**src/rtl/cdb_rx_link_ctrl.sv**
```systemverilog
// Receive-side link activation controller: STOP/ACT/RUN/DEACT handshake with per-channel credit gating.
// Define DSU_CDB_LINK_TIMEOUT_EN to build in the bounded DEACT wait and sticky timeout flag.
module cdb_rx_link_ctrl #(
    parameter int unsigned NUM_CH        = 4,
    parameter int unsigned ACT_DLY       = 2,
    parameter int unsigned DEACT_TIMEOUT = 1024
) (
    input  logic              clk_in,
    input  logic              rstn_in,
    input  logic              rx_linkactivereq,
    input  logic              sw_link_en,
    input  logic [NUM_CH-1:0] rxcrd_full,
    output logic              rx_linkactiveack,
    output logic [NUM_CH-1:0] en_crdv,
    output logic [1:0]        link_state,
    output logic              deact_timeout_err
);

    typedef enum logic [1:0] {
        StStop  = 2'b00,
        StAct   = 2'b01,
        StRun   = 2'b10,
        StDeact = 2'b11
    } link_state_e;

    localparam logic [3:0] ActLast = 4'(ACT_DLY - 1);

    link_state_e state_q, state_d;
    logic        ack_q, ack_d;
    logic [3:0]  act_cnt_q, act_cnt_d;

    logic link_up;
    logic all_full;
    logic act_done;
    logic deact_timeout;

    assign link_up  = rx_linkactivereq & sw_link_en;
    assign all_full = &rxcrd_full;
    assign act_done = (act_cnt_q == ActLast);

`ifdef DSU_CDB_LINK_TIMEOUT_EN
    localparam logic [15:0] DeactLast = 16'(DEACT_TIMEOUT - 1);

    logic [15:0] deact_cnt_q, deact_cnt_d;
    logic        err_q, err_d;

    assign deact_timeout = (state_q == StDeact) && !all_full && (deact_cnt_q == DeactLast);

    // Held at zero outside DEACT so it always starts from zero on entry.
    always_comb begin
        deact_cnt_d = '0;
        if (state_q == StDeact) begin
            deact_cnt_d = deact_cnt_q + 16'd1;
        end
        err_d = err_q | deact_timeout;
    end

    always_ff @(posedge clk_in or negedge rstn_in) begin
        if (!rstn_in) begin
            deact_cnt_q <= '0;
            err_q       <= 1'b0;
        end else begin
            deact_cnt_q <= deact_cnt_d;
            err_q       <= err_d;
        end
    end

    assign deact_timeout_err = err_q;
`else
    logic unused_deact_timeout;

    assign unused_deact_timeout = ^16'(DEACT_TIMEOUT);
    assign deact_timeout        = 1'b0;
    assign deact_timeout_err    = 1'b0;
`endif

    // ACT runs to completion regardless of the inputs; RUN then drops out a cycle later.
    always_comb begin
        state_d   = state_q;
        ack_d     = ack_q;
        act_cnt_d = act_cnt_q;
        unique case (state_q)
            StStop: begin
                if (link_up) begin
                    state_d   = StAct;
                    act_cnt_d = '0;
                end
            end
            StAct: begin
                act_cnt_d = act_cnt_q + 4'd1;
                if (act_done) begin
                    state_d = StRun;
                    ack_d   = 1'b1;
                end
            end
            StRun: begin
                if (!link_up) begin
                    state_d = StDeact;
                end
            end
            StDeact: begin
                if (all_full || deact_timeout) begin
                    state_d = StStop;
                    ack_d   = 1'b0;
                end
            end
            default: begin
                state_d = StStop;
                ack_d   = 1'b0;
            end
        endcase
    end

    always_ff @(posedge clk_in or negedge rstn_in) begin
        if (!rstn_in) begin
            state_q   <= StStop;
            ack_q     <= 1'b0;
            act_cnt_q <= '0;
        end else begin
            state_q   <= state_d;
            ack_q     <= ack_d;
            act_cnt_q <= act_cnt_d;
        end
    end

    assign rx_linkactiveack = ack_q;
    assign link_state       = state_q;
    assign en_crdv          = {NUM_CH{state_q == StRun}};

endmodule

```
**config.mk**
```make
export PLATFORM = sky130hd
export DESIGN_NAME = cdb_rx_link_ctrl
export DESIGN_NICKNAME = d
export VERILOG_FILES = /design/src/rtl/cdb_rx_link_ctrl.sv
export SDC_FILE = /design/constraint.sdc
export NUM_CORES = 1
export LEC_CHECK = 0
export BUFFER_PORTS_ARGS = -buffer_cell sky130_fd_sc_hd__buf_2
export CORE_AREA = 5 5 42 44
export CTS_CLUSTER_SIZE = 16
export DETAILED_ROUTE_END_ITERATION = 10
export DIE_AREA = 0 0 47 49
export GPL_ROUTABILITY_DRIVEN = 0
export PLACE_DENSITY = 0.67
export SLEW_MARGIN = 20
export SYNTH_ARGS = -nofsm -noshare
export SYNTH_HDL_FRONTEND = slang
export SYNTH_SLANG_ARGS = --single-unit
```
**constraint.sdc**
```tcl
create_clock -name clk_in -period 2.4 [get_ports clk_in]
set_input_delay 0.24 -clock clk_in [delete_from_list [all_inputs] [get_ports clk_in]]
set_output_delay 0.24 -clock clk_in [all_outputs]
set_load 0.01 [all_outputs]
```
== Word-level counts from Yosys, hierarchy flattened ==
Index checks and enable logic that the tools add are counted.
W data, S select, Z words.

* Output and inout bits: 8
* Flip-flop bits (word level): 7

* Equality and inequality tests: 8
* Mux-type cells: 10
* Add/subtract/negate cells: 1
* Bitwise gates (word level): 1
* Reduce and logical (&&, ||, !) cells: 7

{| class="wikitable"
|+ Operators by type and width
! kind !! number
|-
| $mux W2 || 4
|-
| $ne A2 B2 Y1 const B || 4
|-
| $pmux W2 S4 || 1
|-
| $pmux W4 S2 || 1
|-
| $reduce_and A4 Y1 || 2
|-
| $add A4 B1 Y4 const B || 1
|-
| $eq A2 B2 Y1 const B || 2
|-
| $eq A4 B1 Y1 const B || 1
|-
| $mux W4 || 1
|-
| $reduce_bool A2 Y1 || 2
|-
| $reduce_and A3 Y1 || 1
|-
| $eq A2 B1 Y1 const B || 1
|-
| $logic_not A2 Y1 || 1
|-
| $mux W1 || 2
|-
| $pmux W1 S2 || 1
|-
| $reduce_and A2 Y1 || 1
|-
| $and A1 B1 Y1 || 1
|}

== Depth between registers and ports, before layout ==
* Depth in word-level cells: 3
* Mapped depth: 6

== Worst setup path after synthesis ==
Ideal clock, no wire load.

* Path type: reg-to-reg
* From: register state_q[0] (netlist: link_state[0])
* To: register state_q[1] (netlist: link_state[1])
* Setup slack: 0.831 ns
* Period minus slack after synthesis: 1.569 ns
* Cell stages (with the launch flop): 6
* Arrival time: 1.445 ns
* Setup time: 0.124 ns
* Cells stage by stage: dfrtp_1 inv_1 ha_1 a21bo_2 and3_1 a211o_1

* Cells in the longest elaborated chain, start to end: 3
* Elaborated cells on any way between the ends: 10
* Classes of those cells: eq/ne: 7; mux: 1; reduce/logical: 2

{| class="wikitable"
|+ RTL lines
! what !! RTL line !! source
|-
| start, declared || 28 || <nowiki>link_state_e state_q, state_d;</nowiki>
|-
| start signal, assigned || 116 || <nowiki>state_q <= StStop;</nowiki>
|-
| start signal, assigned || 120 || <nowiki>state_q <= state_d;</nowiki>
|-
| $eq A2 B1 Y1, or another cell as far along || 82 || <nowiki>unique case (state_q)</nowiki>
|-
| $ne A2 B2 Y1 (no line) || - ||
|-
| $reduce_and A4 Y1 (no line) || - ||
|}

Parallel ways exist; a longest one is shown, timed or not.
A chain may end at the register's enable or synchronous reset.

== Worst setup path in the final report ==
Same ends and word-level chain as after synthesis.

==> results_dict.tcl <==
set metrics [dict create \
    status "finished, final reports clean" \
    slew_violations 0 \
    hold-worst-slack_ns 0.352 \
    swShare_pct 43.7 \
    combPwrFrac_pct 59.6 \
    crit_type "flip-flop to flip-flop" \
    start_kind "flip-flop" \
    power_uw 811 \
    synth_edf_count 0 \
    syn_to_final_growth_pct 16.5 \
    cts.root.buffer_cell "clkbuf_4" \
    antenna_found_initial 0 \
    clk_path_buf_depth 2 \
    fmax_mhz 599 \
    routedWlPerCell_microns 12.5 \
    drt-pass1-iter-count 4 \
    hold_path.class "input pin to async pin" \
    drive_gt1_share_pct 28.0 \
    cts_resized 0 \
    die_w_microns 47 \
    n_antenna_cell 0 \
    finalCriticalPeriod_ns 1.67 \
    p_switching_uw 355 \
    post-route-drc-count 0 \
    port_buffers 14 \
    grt_start_max_net_pins 11 \
    grt_pass1_vias 447 \
    die_y_microns 49 \
    tns_ns 0 \
    clockPowerShare_pct 13.2 \
    drt-initial-drc-count 11 \
    cts.sink_count 7 \
    syn_avg_cell_area_sq_um 9.19 \
    clkTransAtPathRegs_ns 0.06 \
    p_int_uw 456 \
    post_cts_buffers 0 \
    cts_tree "yes" \
    finalHoldViolCount 0 \
    h-tree-depth 1 \
    cts_buffers 3 \
    routed_wl_mm 1.14 \
    grt_overflow_total 0 \
    grt_pass1_wl_mm 1.95 \
    syn_inst 61 \
    synthDistinctLibCells 33 \
    seqPwrFrac_pct 27.2 \
    via_per_inst 5.29 \
    clock_latency_ns 0.25 \
    max-cap-violations 0 \
    ctsHoldBuffers 1 \
    track_usage_pct 11.6 \
    grt_setup_unrepaired "no" \
    fin_nets 90 \
    syn_nets 75 \
    skew_ns 0.00766 \
    fin_util_pct 46.6 \
    yosysSeqAreaShare_pct 31.3 \
    die-area_sq_mm 0.00230 \
    dp_hpwl_microns 875 \
    initial_utilization_pct 40.0 \
    arrival_ns 1.81 \
    powerDensity_mw_per_mm2 1240 \
    fin_crit_sh_pct 69.5 \
    leakage_nw 0.318 \
    rows 14 \
    io_pins 16 \
    critPathRequiredTime_ns 2.54 \
    vdd_drop_max_mv 0.696 \
    vias 481 \
    critPathCaptureType "flip-flop" \
    ys_seq_elements 7 \
    drtAntennaViolNets 0 \
    core_sq_mm 0.00140 \
    setup_violations 0 \
    synthFlopType "dfrtp_1" \
    synth_async_sr_flop_share_pct 100 \
    cp_max_fo 6 \
    ys_warn_count 0 \
    syn_area_sq_um 561 \
]
==> state kept, by name, indices dropped and copies added, names as in the netlist <==
name,cells
act_cnt_q,4
link_state,2
rx_linkactiveack,1
==> metal layers <==
layer	share of wire [%]	global-route usage (%)	vias up	routed length (microns)
met5	0	0	-	0
met4	1.9	4.15	0	22
met3	4.5	3.69	4	51
met2	47	16.5	11	531
met1	47	16.0	220	533
li1	-	-	246	-
==> cell usage in the layout (no fill, tap or decap), types with 2 or more instances in the layout <==
master / count
buf_2: 14
clkbuf_4: 3
dfrtp_1: 7
nand2_1: 2
nand3_1: 2
nor3_1: 2
o21ai_0: 4
inv_1: 6
nor2_1: 2
a21oi_1: 2
ha_1: 6
a32o_1: 2
==> kinds of logic after synthesis <==
family | count (synthesis) | share of synthesized area (%)
buf+inv | 11 | 10.0
flops | 7 | 31.3
mux | 1 | 1.79
compound gates | 19 | 26.1
simple gates | 16 | 16.7
fa+ha+maj | 6 | 13.4
other cells | 1 | 0.669
==> cell usage after synthesis (2+ instances only) <==
library cell	n	area, sq um
a21oi_1	2	10.0
a32o_1	2	20.0
buf_4	4	30.0
dfrtp_1	7	175
ha_1	6	75.1
inv_1	6	22.5
nand2_1	2	7.51
nand3_1	2	10.0
nor2_1	2	7.51
nor3_1	2	10.0
o21ai_0	4	20.0
==> power by group through the flow <==
stage	clock (mW)	combinational (mW)	sequential (mW)
4_1_cts	0.111	0.484	0.219
3_5_place_dp	0	0.478	0.221
6_report	0.107	0.483	0.220
3_3_place_gp	0	0.478	0.218
2_1_floorplan	0	0.383	0.221
5_1_grt	0.121	0.543	0.232
==> path summary, 6_finish.rpt <==
path | start | slack [ns] | cells after the start | to
min reg2reg | rx_linkactiveack$_DFFE_PN0P_ | 0.54 | 2 | rx_linkactiveack$_DFFE_PN0P_
max | link_state[0]$_DFFE_PN0P_ | 0.73 | 5 | link_state[1]$_DFFE_PN0P_
max reg2reg | link_state[0]$_DFFE_PN0P_ | 0.73 | 5 | link_state[1]$_DFFE_PN0P_
min | rstn_in | 0.35 | 2 | act_cnt_q[3]$_DFFE_PN0P_
min in group clk_in | sw_link_en | 0.39 | 3 | act_cnt_q[3]$_DFFE_PN0P_
max in group asynchronous | rstn_in | 1.88 | 2 | rx_linkactiveack$_DFFE_PN0P_
==> critical path, stage by stage (launching register included) <==
cell     delay, ns
dfrtp_1       0.44
inv_1         0.14
ha_1          0.25
a21bo_2       0.28
and3_1        0.18
a211o_1       0.28
==> through the flow <==
| stage | std cells | setup WS (ns) | instance area (sq um) |
|---|---|---|---|
| after floorplan | 61 | 0.831 | 561 |
| after CTS | 91 | 0.745 | 653 |
| after detailed placement | 86 | 0.763 | 617 |
| final | 91 | 0.731 | 653 |
| after global routing | 91 | 0.616 | 653 |
| after global placement | 86 | 0.812 | 617 |
==> final cells by class <==
type                       instances  area [sq um]
clock buffer                       4          26.3
multi-input combinational         43           329
timing repair buffer              15          80.1
fill                             141           748
sequential                         7           175
inverter                           6          22.5
tap                               16          20.0
(Power assumes the default switching activity.)
